`config.mk`:
```
export PLATFORM = sky130hd
export DESIGN_NAME = ctrl_decode_stage
export DESIGN_NICKNAME = d
export VERILOG_FILES = /design/src/rtl/ctrl_decode_stage.sv
export SDC_FILE = /design/constraint.sdc
export NUM_CORES = 1
export LEC_CHECK = 0
export CAP_MARGIN = 30
export CORE_MARGIN = 4
export CORE_UTILIZATION = 30
export CTS_BUF_LIST = sky130_fd_sc_hd__clkbuf_4
export CTS_CLUSTER_DIAMETER = 50
export CTS_CLUSTER_SIZE = 10
export DETAILED_ROUTE_END_ITERATION = 8
export SLEW_MARGIN = 15
export SYNTH_ARGS = -nofsm -noshare
export SYNTH_HDL_FRONTEND = slang
export SYNTH_SLANG_ARGS = --single-unit
```
`constraint.sdc`:
```
create_clock -name clk -period 3.3 [get_ports clk]
set_clock_uncertainty 0.2 [all_clocks]
set_input_delay 0.825 -clock clk [delete_from_list [all_inputs] [get_ports clk]]
set_output_delay 0.825 -clock clk [all_outputs]
set_load 0.01 [all_outputs]
```
`src/rtl/ctrl_decode_stage.sv`:
```
// ctrl_decode_stage: registered RV decode/control stage with a valid/ready
// output register, load-use hazard detection and an illegal-opcode trap hold.
// Ports: clk, rst (sync, active high), flush; in_valid/in_ready/in_instr/in_pc
// from IF; out_valid/out_ready plus the registered control bundle to EX;
// trap_pending (TRAP state), stall_count (saturating load-use stall cycles).
// Optional: define CTRL_RV64W_EN (with XLEN=64) to decode OP-IMM-32/OP-32.
module ctrl_decode_stage #(
    parameter int XLEN  = 64,
    parameter int CNT_W = 16
) (
    input  logic             clk,
    input  logic             rst,
    input  logic             flush,
    input  logic             in_valid,
    output logic             in_ready,
    input  logic [31:0]      in_instr,
    input  logic [XLEN-1:0]  in_pc,
    output logic             out_valid,
    input  logic             out_ready,
    output logic [XLEN-1:0]  out_pc,
    output logic [31:0]      out_instr,
    output logic [2:0]       out_alu_op,
    output logic             out_reg_write,
    output logic             out_alu_src,
    output logic [2:0]       out_mem_read,
    output logic [2:0]       out_mem_write,
    output logic             out_mem_unsigned,
    output logic             out_mem_to_reg,
    output logic             out_branch,
    output logic             out_jump,
    output logic [2:0]       out_inst_type,
    output logic [4:0]       out_rd,
    output logic [4:0]       out_rs1,
    output logic [4:0]       out_rs2,
    output logic             out_word,
    output logic             out_illegal,
    output logic             trap_pending,
    output logic [CNT_W-1:0] stall_count
);

`ifdef CTRL_RV64W_EN
    localparam logic W_EN = (XLEN == 64);
`else
    localparam logic W_EN = 1'b0;
`endif

    typedef enum logic {
        RUN,
        TRAP
    } state_t;

    typedef struct packed {
        logic [2:0] alu_op;
        logic       reg_write;
        logic       alu_src;
        logic [2:0] mem_read;
        logic [2:0] mem_write;
        logic       mem_unsigned;
        logic       mem_to_reg;
        logic       branch;
        logic       jump;
        logic [2:0] inst_type;
        logic       word;
        logic       illegal;
    } ctrl_t;

    state_t            state_q;
    logic              valid_q;
    ctrl_t             ctrl_q;
    ctrl_t             ctrl_d;
    logic [XLEN-1:0]   pc_q;
    logic [31:0]       instr_q;
    logic [CNT_W-1:0]  stall_q;

    logic [6:0] opc;
    logic [2:0] f3;
    logic       legal;
    logic       use_rs1;
    logic       use_rs2;
    logic       hazard;
    logic       accept;
    logic       stall_inc;

    assign opc = in_instr[6:0];
    assign f3  = in_instr[14:12];

    always_comb begin
        ctrl_d  = '0;
        legal   = 1'b1;
        use_rs1 = 1'b0;
        use_rs2 = 1'b0;
        case (opc)
            7'b0110011: begin
                ctrl_d.alu_op    = 3'b010;
                ctrl_d.reg_write = 1'b1;
                ctrl_d.inst_type = 3'b000;
                use_rs1          = 1'b1;
                use_rs2          = 1'b1;
            end
            7'b0010011: begin
                ctrl_d.alu_op    = 3'b011;
                ctrl_d.reg_write = 1'b1;
                ctrl_d.alu_src   = 1'b1;
                ctrl_d.inst_type = 3'b001;
                use_rs1          = 1'b1;
            end
            7'b0000011: begin
                if (f3 == 3'b111 || (XLEN == 32 && f3 == 3'b011)) begin
                    legal = 1'b0;
                end else begin
                    ctrl_d.reg_write    = 1'b1;
                    ctrl_d.alu_src      = 1'b1;
                    ctrl_d.mem_to_reg   = 1'b1;
                    ctrl_d.mem_read     = {1'b1, f3[1:0]};
                    ctrl_d.mem_unsigned = f3[2];
                    ctrl_d.inst_type    = 3'b001;
                    use_rs1             = 1'b1;
                end
            end
            7'b0100011: begin
                if (f3[2] || (XLEN == 32 && f3 == 3'b011)) begin
                    legal = 1'b0;
                end else begin
                    ctrl_d.alu_src   = 1'b1;
                    ctrl_d.mem_write = {1'b1, f3[1:0]};
                    ctrl_d.inst_type = 3'b010;
                    use_rs1          = 1'b1;
                    use_rs2          = 1'b1;
                end
            end
            7'b1100011: begin
                ctrl_d.alu_op    = 3'b101;
                ctrl_d.branch    = 1'b1;
                ctrl_d.inst_type = 3'b011;
                use_rs1          = 1'b1;
                use_rs2          = 1'b1;
            end
            7'b0110111, 7'b0010111: begin
                ctrl_d.reg_write = 1'b1;
                ctrl_d.alu_src   = 1'b1;
                ctrl_d.inst_type = 3'b100;
            end
            7'b1101111: begin
                ctrl_d.reg_write = 1'b1;
                ctrl_d.alu_src   = 1'b1;
                ctrl_d.jump      = 1'b1;
                ctrl_d.inst_type = 3'b101;
            end
            7'b1100111: begin
                ctrl_d.reg_write = 1'b1;
                ctrl_d.alu_src   = 1'b1;
                ctrl_d.jump      = 1'b1;
                ctrl_d.inst_type = 3'b001;
                use_rs1          = 1'b1;
            end
            7'b0011011: begin
                if (W_EN) begin
                    ctrl_d.alu_op    = 3'b011;
                    ctrl_d.reg_write = 1'b1;
                    ctrl_d.alu_src   = 1'b1;
                    ctrl_d.inst_type = 3'b001;
                    ctrl_d.word      = 1'b1;
                    use_rs1          = 1'b1;
                end else begin
                    legal = 1'b0;
                end
            end
            7'b0111011: begin
                if (W_EN) begin
                    ctrl_d.alu_op    = 3'b010;
                    ctrl_d.reg_write = 1'b1;
                    ctrl_d.inst_type = 3'b000;
                    ctrl_d.word      = 1'b1;
                    use_rs1          = 1'b1;
                    use_rs2          = 1'b1;
                end else begin
                    legal = 1'b0;
                end
            end
            default: legal = 1'b0;
        endcase
        // An illegal word carries no side effects and reads no sources.
        if (!legal) begin
            ctrl_d         = '0;
            ctrl_d.illegal = 1'b1;
            use_rs1        = 1'b0;
            use_rs2        = 1'b0;
        end
    end

    // Load in the output register whose rd feeds the incoming instruction.
    assign hazard = valid_q && ctrl_q.mem_read[2] && (instr_q[11:7] != 5'd0)
                 && ((use_rs1 && in_instr[19:15] == instr_q[11:7])
                  || (use_rs2 && in_instr[24:20] == instr_q[11:7]));

    assign in_ready  = (state_q == RUN) && !flush && !hazard
                    && (!valid_q || out_ready);
    assign accept    = in_valid && in_ready;
    assign stall_inc = in_valid && hazard && (state_q == RUN) && !flush;

    always_ff @(posedge clk) begin
        if (rst) begin
            state_q <= RUN;
            valid_q <= 1'b0;
            ctrl_q  <= '0;
            pc_q    <= '0;
            instr_q <= '0;
            stall_q <= '0;
        end else begin
            if (stall_inc && stall_q != '1) begin
                stall_q <= stall_q + CNT_W'(1);
            end
            if (flush) begin
                valid_q <= 1'b0;
                state_q <= RUN;
            end else if (accept) begin
                valid_q <= 1'b1;
                ctrl_q  <= ctrl_d;
                pc_q    <= in_pc;
                instr_q <= in_instr;
                if (ctrl_d.illegal) begin
                    state_q <= TRAP;
                end
            end else if (out_ready) begin
                valid_q <= 1'b0;
            end
        end
    end

    assign out_valid        = valid_q;
    assign out_pc           = pc_q;
    assign out_instr        = instr_q;
    assign out_alu_op       = ctrl_q.alu_op;
    assign out_reg_write    = ctrl_q.reg_write;
    assign out_alu_src      = ctrl_q.alu_src;
    assign out_mem_read     = ctrl_q.mem_read;
    assign out_mem_write    = ctrl_q.mem_write;
    assign out_mem_unsigned = ctrl_q.mem_unsigned;
    assign out_mem_to_reg   = ctrl_q.mem_to_reg;
    assign out_branch       = ctrl_q.branch;
    assign out_jump         = ctrl_q.jump;
    assign out_inst_type    = ctrl_q.inst_type;
    assign out_rd           = instr_q[11:7];
    assign out_rs1          = instr_q[19:15];
    assign out_rs2          = instr_q[24:20];
    assign out_word         = ctrl_q.word;
    assign out_illegal      = ctrl_q.illegal;
    assign trap_pending     = (state_q == TRAP);
    assign stall_count      = stall_q;

endmodule

```
==> metrics.cfg <==
[status]
status=finished with violations
violations=negative setup slack

[yosys]
synth_top_family_by_area=simple AND/OR/NAND/NOR gates
synth_adder_area_share=0.00234
synthCells=686
synth.distinct_cells=44
synth_seq_area_share=0.494
synth-seq-cells=132
syn-num-nets=788
yosys_warnings=0
syn_avg_cell_area_um2=7.80
synth_xor_area_frac=0.0164
syn_area_um2=5350
synth-simple-area-share=0.257
synthMuxAreaShare=0.0105
synth_compound_area_frac=0.150

[drt]
antenna_left=0
drt_iter0_markers=240
wl_met3_um=1590
wl_met2_um=8310
wl_per_cell_um=14.8
drc=0
highest_layer=met4
vias=5535
m1WireLength_um=7420
drt-pass1-iter-count=4
totalWireLength_um=17600
avgViaCountPerCell=4.66

[global_route]
grt_pass1_wl_um=27300
grt_start_max_net_pins=52
track_usage=0.170
antenna_found_initial=1
grt_pass1_vias=5336
overflow=0

[clocking]
clk_pin_slew_ns=0.10
cts_tree=built
cts_buffers=17
cts_hold_buffers=0
cts_sinks=132
clock_latency_ns=0.52
cts-root-buf=clkbuf_4
clockBufferDepth=2
htreeDepth=4

[final_layout]
finalInstanceArea_um2=8700
n_fill_cell=1709
drive_above_1_share=0.115
nNetsFinal=1052
fin_util=0.502
syn_to_final_growth_pct=62.8

[timing]
hold_viol=0
fin_tns_setup_ns=-0.0564
slew_viol_final=0
fin_crit_sh=1.02
slew_headroom=0.454
rsz0062_at_grt=yes
min_period_ns=3.36
tightestPinTransition_ns=0.811
setup_slack_ns=-0.0564
maxClockFrequency_ghz=0.298
setup_viol=1

[flow_run]
drv_cap=0

[hold_path]
min_path_type=register to register
worstHoldPathCells=2
min_from=out_pc[59]

[die]
num_rows=48
die_w_um=142
core_um2=17400
initial_core_util=0.308
die_area_um2=20000
io_pins=251
die_h_um=142

[place]
gp_congestion=0.774
place_ws_ns=-0.565
dp_hpwl_um=13100
dpl_cell_area_um2=8380
io_buffers=249

[setup_path]
setup.worst_path.start=in_instr[23]
reg2reg_depth=9
crit_path_max_fanout=2
cp.required_ns=2.27
crit_type=input port to primary output
worstPathArrival_ns=2.33
timing.rr.start=out_instr[7]
end_kind=primary output
cp-start-kind=input port

[power]
leakage_nw=3.11
power_density_nw_per_um2=383
peakVddDrop_mv=0.297

==> Yosys cell counts, drive strengths merged <==
library cell	n	area, um^2
a211o	1	8.76
a211oi	2	20.0
a21boi	2	18.8
a21o	2	15.0
a21oi	123	619
a311oi	1	8.76
a31oi	2	12.5
and3	2	12.5
and4bb	1	12.5
buf	36	235
clkbuf	27	101
conb	1	3.75
dfxtp	132	2640
ha	1	12.5
inv	9	33.8
mux2	5	56.3
nand2	225	845
nand2b	2	12.5
nand3	15	75.1
nand3b	1	7.51
nand4	7	43.8
nand4bb	1	11.3
nor2	22	82.6
nor2b	5	31.3
nor3	11	55.1
nor3b	1	7.51
nor4	8	56.3
o211ai	1	12.5
o21ai	6	30.0
o21bai	1	7.51
o31ai	5	37.5
o41ai	1	8.76
or3	9	61.3
or3b	1	8.76
or4	7	52.6
xnor2	8	70.1
xor2	2	17.5
==> worst paths after layout <==
| kind | to | slack (ns) |
|---|---|---|
| max | in_ready | -0.06 |
| min | out_pc[59] | 0.26 |
| max reg2reg | out_pc[2] | 0.55 |
| min reg2reg | out_pc[59] | 0.26 |
==> through the flow <==
step / power [mW] / cells / hold WS (ns)
2_1_floorplan: 1.95 / 686 / 0.276
3_3_place_gp: 2.31 / 1155 / 0.240
3_5_place_dp: 2.32 / 1155 / 0.246
4_1_cts: 3.40 / 1187 / 0.262
5_1_grt: 3.52 / 1188 / 0.282
6_report: 3.33 / 1188 / 0.257
==> critical path, stage by stage <==
cell and delay, ns:
clkdlybuf4s50_1 0.44, xnor2_1 0.28, nand3_2 0.14, nor4_4 0.29
a21oi_4 0.07, and3_1 0.15, buf_2 0.13
==> where the power goes <==
| part | internal, mW | total (mW) | switching (mW) | leakage, nW |
|---|---|---|---|---|
| Clock | 0.474 | 1.06 | 0.582 | 0.143 |
| Sequential | 1.65 | 1.69 | 0.0328 | 1.08 |
| Combinational | 0.335 | 0.590 | 0.255 | 1.89 |
| Total | 2.46 | 3.33 | 0.870 | 3.11 |
==> sequential cells by signal, indices dropped and copies added, names as in the netlist, 3 cells and up <==
name,flops
out_inst_type,3
out_instr,32
out_mem_read,3
out_pc,64
out_mem_write,3
out_alu_op,3
stall_count,16
==> placed cells by master, fill, tap and decap left out, types with 2 or more instances in the layout <==
cell             netlist  routed
and3_1                 2       2
a21o_1                 2       2
nand4_1                7       7
xnor2_1                8       8
inv_1                  9       9
bufinv_16              0       2
mux2_2                 5       5
nand3_1               15      14
a21oi_1              122     122
dfxtp_1              132     131
nor4_1                 7       6
a31oi_1                2       2
clkinvlp_4             0       3
o31ai_1                5       5
or3_1                  8       8
xor2_1                 2       2
nor2b_1                5       5
nand2b_1               2       2
nand2_1              225     224
o21ai_0                6       6
nor3_1                11      10
dlygate4sd2_1          0       6
or4_1                  7       6
nor2_1                22      22
clkdlybuf4s50_1        0     241
clkinv_2               0       3
buf_4                 17      47
buf_12                 0      12
clkbuf_4               0      21
==> cell type report <==
cell class / instances / area, um^2 / area share
clock buffers: 21 / 158 / 0.0181
well taps: 225 / 282 / 0.0323
clock inverters: 10 / 110 / 0.0126
diodes: 1 / 2.50 / 0.000287
multi-input cells: 482 / 2400 / 0.276
inverters: 9 / 33.8 / 0.00388
repair buffers: 308 / 3070 / 0.353
flip-flops and latches: 132 / 2640 / 0.304
==> timing repair <==
item / 4_1_cts / 5_1_grt
pin swaps: 5 / 0
resized for setup: 18 / 3
setup endpoints to repair: 1 / 1
buffers inserted: 1 / 0
==> layer usage <==
metal  up-vias  GRT usage
li1       2807          -
met1      2527      0.199
met2       184      0.286
met3        17     0.0701
met4         0     0.0510
met5         -          0
==> cells by family (layout without fill, tap and decap cells) <==
family / after synthesis / count (layout)
simple gates: 318 / 318
compound gates: 147 / 147
flops: 132 / 132
buf+inv: 72 / 348
xor+xnor: 10 / 10
mux: 5 / 5
fa+ha+maj: 1 / 1
other cells: 1 / 2
Power figures use the tool's default switching activity.
